--- config.mk ---
export PLATFORM = sky130hd
export DESIGN_NAME = tdm_demux_8_flat
export DESIGN_NICKNAME = d
export VERILOG_FILES = /design/src/rtl/tdm_demux_8_if.sv /design/src/rtl/tdm_demux_8.sv /design/src/flat_wrapper.sv
export SDC_FILE = /design/constraint.sdc
export NUM_CORES = 1
export LEC_CHECK = 0
export BUFFER_PORTS_ARGS = -buffer_cell sky130_fd_sc_hd__buf_2
export CELL_PAD_IN_SITES_DETAIL_PLACEMENT = 1
export CELL_PAD_IN_SITES_GLOBAL_PLACEMENT = 1
export CORE_ASPECT_RATIO = 0.7
export CORE_MARGIN = 4
export CORE_UTILIZATION = 25
export CTS_CLUSTER_DIAMETER = 30
export DETAILED_ROUTE_END_ITERATION = 12
export HOLD_SLACK_MARGIN = 0.15
export PLACE_DENSITY_LB_ADDON = 0.1
export SYNTH_ARGS = -nofsm -noshare
export SYNTH_HDL_FRONTEND = slang
export SYNTH_SLANG_ARGS = --single-unit
--- constraint.sdc ---
create_clock -name clk -period 2.5 [get_ports clk]
set_input_delay 0.5 -clock clk [delete_from_list [all_inputs] [get_ports clk]]
set_output_delay 0.5 -clock clk [all_outputs]
set_load 0.01 [all_outputs]
--- src/rtl/tdm_demux_8_if.sv ---
// tdm_demux_8_if: bundle between a serial TDM source and the tdm_demux_8
// receiver.
//   din, din_valid, sof : serial stream, one bit per valid cycle; sof marks
//                         the channel-0 bit of a frame.
//   dout                : last completed frame, dout[k] = slot k.
//   frame_valid         : one-cycle pulse when dout is updated.
//   frame_err           : one-cycle pulse when a partial frame is aborted.
//   ch_sel              : slot index the next non-sof bit is written to.
//   busy                : high while a frame is being collected.
// master = stream source / frame consumer, slave = the receiver.
interface tdm_demux_8_if #(
  parameter int CHANNELS = 8,
  parameter int SEL_W    = $clog2(CHANNELS)
);
  logic                din;
  logic                din_valid;
  logic                sof;
  logic [CHANNELS-1:0] dout;
  logic                frame_valid;
  logic                frame_err;
  logic [SEL_W-1:0]    ch_sel;
  logic                busy;

  modport master (
    output din, din_valid, sof,
    input  dout, frame_valid, frame_err, ch_sel, busy
  );

  modport slave (
    input  din, din_valid, sof,
    output dout, frame_valid, frame_err, ch_sel, busy
  );
endinterface

--- src/rtl/tdm_demux_8.sv ---
// tdm_demux_8: time-division demultiplexer / serial-to-parallel receiver.
// Takes the serial line of an 8:1 channel-select mux (one bit per valid
// cycle, sof on channel 0), steers each bit into its slot and presents the
// finished frame in parallel.
// Ports:
//   clk  : system clock, rising edge.
//   rst  : synchronous, active-high reset.
//   bus  : tdm_demux_8_if.slave (din, din_valid, sof in;
//          dout, frame_valid, frame_err, ch_sel, busy out).
module tdm_demux_8 #(
  parameter int CHANNELS = 8,
  parameter int SEL_W    = $clog2(CHANNELS)
) (
  input logic          clk,
  input logic          rst,
  tdm_demux_8_if.slave bus
);

  localparam logic [0:0] IDLE    = 1'b0;
  localparam logic [0:0] COLLECT = 1'b1;

  localparam logic [SEL_W-1:0] LAST_SLOT = SEL_W'(CHANNELS - 1);
  localparam logic [SEL_W-1:0] SLOT_ONE  = SEL_W'(1);

  logic [0:0]          state_q, state_d;
  logic [SEL_W-1:0]    cnt_q, cnt_d;
  logic [CHANNELS-1:0] shadow_q, shadow_d;
  logic [CHANNELS-1:0] dout_q, dout_d;
  logic                frame_valid_q, frame_valid_d;
  logic                frame_err_q, frame_err_d;

  always_comb begin
    state_d       = state_q;
    cnt_d         = cnt_q;
    shadow_d      = shadow_q;
    dout_d        = dout_q;
    frame_valid_d = 1'b0;
    frame_err_d   = 1'b0;

    // sof without din_valid carries no bit and is ignored everywhere.
    if (bus.din_valid) begin
      case (state_q)
        IDLE: begin
          // Non-sof bits while idle belong to no frame and are dropped.
          if (bus.sof) begin
            shadow_d[0] = bus.din;
            cnt_d       = SLOT_ONE;
            state_d     = COLLECT;
          end
        end
        default: begin
          if (bus.sof) begin
            // Early sof: flag the aborted frame, the sof bit opens a new one.
            frame_err_d = 1'b1;
            shadow_d[0] = bus.din;
            cnt_d       = SLOT_ONE;
          end else if (cnt_q == LAST_SLOT) begin
            // Last slot goes straight to dout so the frame lands on this edge.
            dout_d        = {bus.din, shadow_q[CHANNELS-2:0]};
            frame_valid_d = 1'b1;
            cnt_d         = '0;
            state_d       = IDLE;
          end else begin
            shadow_d[cnt_q] = bus.din;
            cnt_d           = cnt_q + SLOT_ONE;
          end
        end
      endcase
    end
  end

  always_ff @(posedge clk) begin
    if (rst) begin
      state_q       <= IDLE;
      cnt_q         <= '0;
      shadow_q      <= '0;
      dout_q        <= '0;
      frame_valid_q <= 1'b0;
      frame_err_q   <= 1'b0;
    end else begin
      state_q       <= state_d;
      cnt_q         <= cnt_d;
      shadow_q      <= shadow_d;
      dout_q        <= dout_d;
      frame_valid_q <= frame_valid_d;
      frame_err_q   <= frame_err_d;
    end
  end

  assign bus.dout        = dout_q;
  assign bus.frame_valid = frame_valid_q;
  assign bus.frame_err   = frame_err_q;
  assign bus.ch_sel      = cnt_q;
  assign bus.busy        = (state_q == COLLECT);

endmodule

--- src/flat_wrapper.sv ---
// flat-port wrapper written by rule: the top's interface ports become plain ports
module tdm_demux_8_flat 
#(
  parameter int CHANNELS = 8,
  parameter int SEL_W    = $clog2(CHANNELS)
)
  (clk, rst, bus_din, bus_din_valid, bus_sof, bus_dout, bus_frame_valid, bus_frame_err, bus_ch_sel, bus_busy);
  tdm_demux_8_if #(.CHANNELS(CHANNELS), .SEL_W(SEL_W)) bus_i ();
  input logic clk;
  input logic rst;
  input wire logic [$bits(bus_i.din)-1:0] bus_din;
  input wire logic [$bits(bus_i.din_valid)-1:0] bus_din_valid;
  input wire logic [$bits(bus_i.sof)-1:0] bus_sof;
  output wire logic [$bits(bus_i.dout)-1:0] bus_dout;
  output wire logic [$bits(bus_i.frame_valid)-1:0] bus_frame_valid;
  output wire logic [$bits(bus_i.frame_err)-1:0] bus_frame_err;
  output wire logic [$bits(bus_i.ch_sel)-1:0] bus_ch_sel;
  output wire logic [$bits(bus_i.busy)-1:0] bus_busy;
  assign bus_i.din = bus_din;
  assign bus_i.din_valid = bus_din_valid;
  assign bus_i.sof = bus_sof;
  assign bus_dout = bus_i.dout;
  assign bus_frame_valid = bus_i.frame_valid;
  assign bus_frame_err = bus_i.frame_err;
  assign bus_ch_sel = bus_i.ch_sel;
  assign bus_busy = bus_i.busy;
  tdm_demux_8 #(.CHANNELS(CHANNELS), .SEL_W(SEL_W)) u_core (.clk(clk), .rst(rst), .bus(bus_i));
endmodule
Yosys cells after proc, flatten, opt, wreduce, memory -nomap -nowiden
Index checks and enable logic that the tools add are counted.
{ "totals": {"register_bits": 22, "output_inout_bits": 14, "word_cells": 40} }
{ "classes": {"add_sub_neg": 1, "magnitude_cmp": 2, "eq_ne": 2, "mux": 16, "bitwise": 4, "n_reduce_logical": 8} }
{ "ops": {"columns": ["op", "n"], "rows": [
  ["two-way mux 3 bit", 4],
  ["two-way mux 1 bit", 10],
  ["bitwise mux 8 bit", 1],
  ["AND reduction 4 bit", 2],
  ["less-than comparator 3 x 4 -> 1 bit (second input constant)", 1],
  ["NOT 1 bit", 4],
  ["OR reduction 4 bit", 1],
  ["adder 3 x 1 -> 3 bit (second input constant)", 1],
  ["demux 1 bit (select 3 bit)", 1],
  ["equality test 3 bit (second input constant)", 1],
  ["greater-or-equal comparator 3 x 1 -> 1 bit (second input constant)", 1],
  ["AND reduction 3 bit", 1],
  ["OR reduction 3 bit", 1],
  ["inequality test 2 bit (second input constant)", 1],
  ["AND reduction 2 bit", 1],
  ["nonzero test 2 bit", 1],
  ["logical AND 1 bit", 1]
]} }

Logic depth before layout (Yosys ltp)
Gate-level depths: netlist (run 1).
{ "depth": {"ltp_word": 8, "mapped_depth": 6, "depth_no_buf": 5} }

Worst setup path before layout (run 1)
OpenSTA, ideal clock, no wires.
{ "synth_path": {"path_type": "register to register", "startpoint": "reg u_core.cnt_q[0], in the netlist u_core.bus.ch_sel[0]", "endpoint": "reg u_core.shadow_q[0]", "setup_time_ps": 72, "t_arrival_ps": 1558, "required_ps": 2428, "setup_slack_ps": 870, "path_stages_with_launch": 6, "path_buffers": 0, "path_cell_list": "dfxtp_1 ha_1 ha_1 or3_1 o31ai_2 mux2i_1"} }
{ "synth_between": {"elab_chain_len": 8} }
{ "synth_lines": {"columns": ["element", "line_no", "text"], "rows": [
  ["start, declared", "tdm_demux_8.sv:26", "logic [SEL_W-1:0] cnt_q, cnt_d;"],
  ["start signal, assigned", "tdm_demux_8.sv:82", "cnt_q <= cnt_d;"],
  ["less-than comparator 3 x 4 -> 1 bit (not written as such) or greater-or-equal comparator 3 x 1 -> 1 bit (tied branches)", "tdm_demux_8.sv:64", "shadow_d[cnt_q] = bus.din;"],
  ["logical AND 1 bit (not written as such)", "tdm_demux_8.sv:64", null],
  ["two-way mux 1 bit (not written as such)", "tdm_demux_8.sv:64", null],
  ["demux 1 bit (select 3 bit)", null, null],
  ["bitwise mux 8 bit", "tdm_demux_8.sv:64", null],
  ["two-way mux 1 bit", "tdm_demux_8.sv:57", "end else if (cnt_q == LAST_SLOT) begin"],
  ["two-way mux 1 bit", "tdm_demux_8.sv:52", "if (bus.sof) begin"],
  ["two-way mux 1 bit", "tdm_demux_8.sv:42", "case (state_q)"],
  ["end signal, assigned", "tdm_demux_8.sv:83", "shadow_q <= shadow_d;"],
  ["end, declared", "tdm_demux_8.sv:27", "logic [CHANNELS-1:0] shadow_q, shadow_d;"]
]} }
Several ways; a longest one is shown, not always the timed one. The select of a mux whose other input is x is not followed.
A chain may end at the register's enable or synchronous reset.

Worst setup path after layout (run 1)
Same ends and word-level chain as after synthesis.

==> out/results.tsv, run 1 <==
stage	metric	value	unit
clocking	postCtsSetupBuffers	0	
final_layout	final_cells	162	
timing	rsz0062_at_grt	false	
floorplan	die_x	79.45	µm
placement	place.gp.congestion	0.6929	
pwr	power_frac_seq	57.6	%
timing	fin_setup_tns	0	ns
hold_path	hp-class	register to register	
yosys	ys_seq_area_share	47.06	%
detailed_routing	vias_per_cell	4.488	
clocking	cts_resized	0	
clocking	clk_pin_slew	0.08	ns
clocking	cts_made_buffers	3	
floorplan	rows	17	
clocking	cts_buffer_depth	2	
global_route	groute.layer.met1.usage	12.95	%
global_route	grt_max_degree	23	
critical_path	crit_path_end_kind	register	
critical_path	regToRegEndpoint	u_core.shadow_q[0]	
yosys	synthDistinctLibCells	20	
pwr	cellLeakagePower	0.0004675	µW
pwr	power_density	562.8	nW/µm²
detailed_routing	drc	0	
pwr	p_clk_share	36.8	%
critical_path	worstReg2RegStart	u_core.bus.ch_sel[0]	
timing	fin_crit	1.797	ns
critical_path	critPathMaxStageDelay	0.41	ns
yosys	synth_nets	106	
timing	final_max_slew_viol_count	0	
critical_path	reg2reg_depth	5	
placement	place_inst	158	
detailed_routing	detailedRoute.firstIterationViolations	17	
detailed_routing	wl_per_cell	12.78	µm
timing	setup_viol	0	
global_route	grt_pass1_wl	3512	µm
critical_path	cp-startpoint	u_core.bus.ch_sel[0]	
global_route	grt_usage	9.915	%
global_route	grt_util_met2	15.58	%
detailed_routing	firstDrtPassIters	4	
timing	worst_pin_slew	0.3838	ns
pwr	switching_share	22.29	%
detailed_routing	wirelength	2071	µm
clocking	cts_max_level	1	
yosys	ys_ff_latch	21	
yosys	yosys_warnings	0	
placement	port_buffers	18	
critical_path	critical_path.top_delay_family	adder cells	
critical_path	critPathArrivalTime	1.98	ns
placement	hpwl	1494	µm
timing	max-slew-margin-rel	74.28	%
clocking	cts_tree	built	
pwr	power_frac_comb	5.7	%
final_layout	drive_gt1_share	20.00	%
global_route	use_met3	4.193	%
flow_run	cap_violations	0	
timing	max_clock_freq	556.3	MHz
critical_path	path_depth	5	
timing	finalHoldViolations	0	
critical_path	cp_common_cell	ha_1	
final_layout	area_growth	19.19	%
global_route	antenna_found_initial	0	
critical_path	slowest_stage	dfxtp_1	
floorplan	dieArea	4609	µm²
clocking	cts_hold_buf	0	
floorplan	start_util	27.10	%
critical_path	critPathCapture	u_core.shadow_q[0]	
floorplan	io_pins	19	
final_layout	n_antenna_cell	0	
global_route	first_global_vias	738	
detailed_routing	ant_nets	0	
pwr	intPower	465.7	µW
critical_path	critical_path_buf_inv_count	0	
critical_path	critPathKind	register to register	
clocking	root_buffer	clkbuf_8	
floorplan	die_h	58.02	µm
global_route	busiest_layer	met2	
yosys	postSynthAreaPerCell	9.116	µm²
outcome	status	finished clean	
global_route	grt-ovfl-total	0	
critical_path	worstPathCellList	ha_1 -> ha_1 -> or3_1 -> o31ai_2 -> mux2i_1	
critical_path	crit_fanout	10	
critical_path	crit_required	2.68	ns
pwr	ir_worst_vdd	0.2686	mV
timing	fin_skew	0.008899	ns
yosys	synthesis.area	893.4	µm²
yosys	syn-instance-count	98	
floorplan	coreArea	3297	µm²
clocking	clock_latency	0.26	ns
clocking	cts.sinks	21	
timing	period_share	71.90	%
critical_path	r2r_slack	0.70	ns
detailed_routing	vias	727	
pwr	power_switching	133.5	µW
final_layout	num-nets-final	124	
critical_path	start_kind	register	
worst register-to-register path, stage by stage, from the launching register on:
cell and delay (ns):
dfxtp_1 0.41, ha_1 0.26, ha_1 0.27, or3_1 0.35, o31ai_2 0.23, mux2i_1 0.20
cell usage after synthesis:
| cell | n | area [µm²] |
|---|---|---|
| nand4_1 | 1 | 6.260 |
| o21ai_0 | 2 | 10.01 |
| nor2_1 | 3 | 11.26 |
| and3b_1 | 2 | 17.52 |
| or3_1 | 1 | 6.260 |
| and4bb_2 | 1 | 12.51 |
| buf_2 | 3 | 15.01 |
| nand2b_1 | 8 | 50.05 |
| mux2i_1 | 7 | 70.07 |
| nand2_1 | 22 | 82.58 |
| nor3b_1 | 3 | 22.52 |
| clkbuf_1 | 2 | 7.510 |
| nand4b_1 | 3 | 26.28 |
| a22oi_1 | 2 | 15.01 |
| a21oi_1 | 10 | 50.05 |
| dfxtp_1 | 21 | 420.4 |
| ha_1 | 3 | 37.54 |
| and4b_1 | 1 | 10.01 |
| nand3_1 | 2 | 10.01 |
| o31ai_2 | 1 | 12.51 |
layer usage:
metal / wire (µm) / vias to the layer above
met5: 0 / -
met2: 883 / 9
met4: 17 / 0
met1: 1099 / 345
li1: - / 371
met3: 71 / 2
sequential cells by signal (all words and copies together) (netlist names):
signal / count
u_core.bus.busy: 1
u_core.bus.ch_sel: 3
u_core.bus.dout: 8
u_core.bus.frame_err: 1
u_core.bus.frame_valid: 1
u_core.shadow_q: 7
how the worst min path moves through the flow:
stage | end | startpoint | cells after the start
CTS | u_core.bus.dout[7] | u_core.bus.dout[7] | 2
floorplan | u_core.bus.dout[0] | u_core.shadow_q[0] | 2
global placement | u_core.bus.dout[4] | u_core.bus.dout[4] | 2
global route | u_core.bus.dout[5] | u_core.shadow_q[5] | 2
detailed placement | u_core.bus.dout[7] | u_core.bus.dout[7] | 2
finish | u_core.bus.dout[4] | u_core.bus.dout[4] | 2
power by group through the flow:
stage / registers [µW] / clock network [µW] / logic, µW
after global routing: 346 / 252 / 37.6
final: 345 / 220 / 34.1
after detailed placement: 352 / 0 / 34.3
after CTS: 345 / 234 / 34.6
after global placement: 352 / 0 / 34.5
after floorplan: 352 / 0 / 21.5
layout by cell type (no fill, tap or decap):
cell type / n
nand4b_1: 3
nand3_1: 2
nor2_1: 3
ha_1: 3
a21oi_1: 10
and4b_1: 1
nand2_1: 22
mux2i_1: 7
or3_1: 1
dfxtp_1: 21
and4bb_2: 1
nand4_1: 1
clkbuf_1: 1
a22oi_1: 2
nand2b_1: 8
buf_2: 18
nor3b_1: 3
and3b_1: 2
clkbuf_8: 3
o31ai_2: 1
o21ai_0: 2
area by class of cell:
cell class | instances | area (µm²)
Fill cell | 388 | 2232
Sequential cell | 21 | 420.4
Clock buffer | 4 | 45.04
Tap cell | 47 | 58.81
Multi-Input combinational cell | 72 | 450.4
Timing Repair Buffer | 18 | 90.09
cell families after synthesis:
kind of cell,share of synthesized area (%)
simple gates,28.57
flops,47.06
compound gates,9.803
mux,7.843
buf+inv,2.521
fa+ha+maj,4.202
metrics by stage:
step | power [µW] | hold slack, ns | instance area, µm² | setup slack (ns) | util, %
6_report | 599.2 | 0.4549 | 1065 | 0.7026 | 32.30
2_1_floorplan | 373.6 | 0.4323 | 893.4 | 0.8698 | -
3_3_place_gp | 386.7 | 0.4422 | 1020 | 0.7797 | 30.93
4_1_cts | 613.0 | 0.4576 | 1065 | 0.6784 | 32.30
5_1_grt | 635.6 | 0.4779 | 1065 | 0.4892 | 32.30
3_5_place_dp | 386.7 | 0.4458 | 1020 | 0.7024 | 30.93
Note: power is estimated with default switching activity, not from simulation.
==> run 2: changes to the inputs <==
clock period = 1.5 ns   (was 2.5 ns; I/O delays follow)
==> run 2 against run 1 <==
Effect of this change:
- sequential share of layout area decreased by 2.8 points
- fmax increased by 22%
- clock-buffer cell count unchanged
- final cell count increased by 4.9%
- cell area increased by 9.3%
- sequential power increased by 66%
- clock power increased by 67%
- routed wire length increased by 6.8%
- critical endpoint unchanged
==> out/results.tsv, run 2 (synthesized netlist as in run 1, its figures left out) <==
stage	metric	value	unit	change
critical_path	crit_required	1.69	ns	-0.99 ns
pwr	cellLeakagePower	0.0005100	µW	+9.1%
clocking	cts_hold_buf	0		unchanged
critical_path	cp-startpoint	u_core.bus.ch_sel[0]		
critical_path	worstReg2RegStart	u_core.bus.ch_sel[0]		
critical_path	slowest_stage	dfxtp_4		
clocking	cts.sinks	21		unchanged
final_layout	regArea	426.7	µm²	+1.5%
global_route	grt_max_degree	16		-30%
global_route	first_global_vias	776		+5.1%
timing	finalHoldViolations	0		unchanged
clocking	root_buffer	clkbuf_8		
clocking	clock_latency	0.26	ns	about the same
pwr	power_switching	225.7	µW	+69%
detailed_routing	wl_per_cell	13.01	µm	+1.7%
final_layout	n_antenna_cell	0		unchanged
timing	worst_pin_slew	0.3404	ns	-0.04334 ns
clocking	postCtsSetupBuffers	0		unchanged
floorplan	die_x	79.45	µm	unchanged
pwr	p_clk_share	36.6	%	-0.2 points
outcome	status	finished clean		
clocking	cts_max_level	1		unchanged
critical_path	crit_path_end_kind	register		
global_route	antenna_found_initial	0		unchanged
final_layout	multi_input_area	483.0	µm²	+7.2%
timing	fin_crit	1.474	ns	-0.3233 ns
floorplan	coreArea	3297	µm²	unchanged
flow_run	cap_violations	0		unchanged
detailed_routing	detailedRoute.firstIterationViolations	23		+6
timing	fin_setup_tns	0	ns	unchanged
floorplan	io_pins	19		unchanged
final_layout	largest_register_ffs	8		unchanged
clocking	cts_buffer_depth	2		unchanged
placement	place_area	1110	µm²	+8.8%
final_layout	final_cell_mix	nand2_1 (22), buf_2 (18), dfxtp_1 (18)		
final_layout	final_common_cell	nand2_1		
timing	setup_viol	0		unchanged
floorplan	die_h	58.02	µm	unchanged
floorplan	rows	17		unchanged
placement	place_inst	166		+5.1%
critical_path	cp_common_cell	ha_4		
global_route	grt-ovfl-total	0		unchanged
critical_path	critPathArrivalTime	1.66	ns	-0.32 ns
final_layout	area_growth	30.25	%	
detailed_routing	vias	766		+5.4%
final_layout	post-route-cell-area	1164	µm²	+9.3%
hold_path	hp-class	input pin to register		
detailed_routing	ant_nets	0		unchanged
final_layout	fillerInstances	404		+4.1%
clocking	clk_pin_slew	0.07	ns	about the same
global_route	grt_usage	10.61	%	+0.70 points
timing	max-slew-margin-rel	77.07	%	+2.8 points
floorplan	dieArea	4609	µm²	unchanged
critical_path	critPathMaxStageDelay	0.36	ns	-0.05 ns
timing	final_max_slew_viol_count	0		unchanged
critical_path	start_kind	register		
final_layout	final_cells	170		+4.9%
critical_path	regToRegEndpoint	u_core.shadow_q[0]		
detailed_routing	wirelength	2211	µm	+6.8%
pwr	intPower	781.0	µW	+68%
pwr	power_frac_comb	6.7	%	+1.0 points
pwr	power_density	865.1	nW/µm²	+54%
floorplan	start_util	27.10	%	unchanged
critical_path	critPathCapture	u_core.shadow_q[0]		
critical_path	r2r_slack	0.03	ns	-0.68 ns
clocking	cts_tree	built		
timing	whs	0.2965	ns	-0.1584 ns
placement	place.gp.congestion	0.6521		-5.9%
critical_path	reg2reg_depth	5		unchanged
timing	period_share	98.27	%	+26 points
pwr	switching_share	22.42	%	+0.13 points
final_layout	drive_gt1_share	30.89	%	+11 points
clocking	cts_made_buffers	3		unchanged
timing	fin_skew	0.001849	ns	-0.007050 ns
critical_path	critPathKind	register to register		
pwr	ir_worst_vdd	0.4915	mV	+83%
detailed_routing	firstDrtPassIters	3		-1
detailed_routing	vias_per_cell	4.506		+0.41%
pwr	power_frac_seq	56.7	%	-0.9 points
detailed_routing	drc	0		unchanged
pwr	p_total	1007	µW	+68%
placement	port_buffers	18		unchanged
timing	rsz0062_at_grt	true		
final_layout	num-nets-final	132		+6.5%
global_route	grt_pass1_wl	3884	µm	+11%
critical_path	crit_fanout	4		-6
timing	max_clock_freq	678.4	MHz	+22%
placement	hpwl	1690	µm	+13%
critical_path	worstPathCellList	ha_4 -> ha_4 -> or3_1 -> o31ai_2 -> mux2i_1		
run 2: worst min-delay path by stage:
stage / start / to / slack, ns / cells after the start
after global placement: u_core.bus.dout[0] / u_core.bus.dout[0] / 0.44 / 2
after floorplan: u_core.shadow_q[0] / u_core.bus.dout[0] / 0.43 / 2
after global routing: bus_din / u_core.bus.dout[7] / 0.30 / 3
final: bus_din / u_core.bus.dout[7] / 0.30 / 3
after detailed placement: u_core.bus.dout[5] / u_core.bus.dout[5] / 0.45 / 2
after CTS: bus_din / u_core.bus.dout[7] / 0.30 / 3
run 2: area by class of cell:
class / instances / share of cell area (%)
sequential: 21 / 36.67
timing repair buffer: 26 / 12.90
tap: 47 / 5.054
clock buffer: 4 / 3.871
multi-input combinational: 72 / 41.51
run 2: per-stage QoR:
stage	worst slack [ns]	util (%)
floorplan	0.001334	-
finish	0.02590	35.29
global route	-0.03315	35.29
CTS	0.002578	35.03
global placement	0.02248	33.66
detailed placement	-0.008500	33.66
run 2: repair_timing:
item,in CTS,in global routing
resized for setup,0,3
setup endpoints to repair,1,5
endpoints found under the hold margin,0,0
pin swaps,1,0
run 2: power by group through the flow:
stage,Combinational (µW),Sequential (µW),Clock [µW]
floorplan,36.3,588,0
global placement,67.4,583,0
detailed placement,68.0,584,0
CTS,68.6,571,386
global route,75.7,573,414
finish,67.7,571,368
run 2: worst max-delay path, delay by kind of cell (launching register included):
kind	cells	cell delay (ns)
flip-flops	1	0.36
AND/OR/NAND/NOR	1	0.32
AO/OA/AOI/OAI	1	0.21
multiplexers	1	0.20
adder cells (fa/ha/maj)	2	0.33
run 2: per-layer routing:
layer / share of wire (%) / up-vias / track usage [%]
li1: - / 390 / -
met1: 50 / 363 / 14.77
met2: 44 / 11 / 16.41
met3: 4.6 / 2 / 3.416
met4: 0.54 / 0 / 1.471
met5: 0 / - / 0
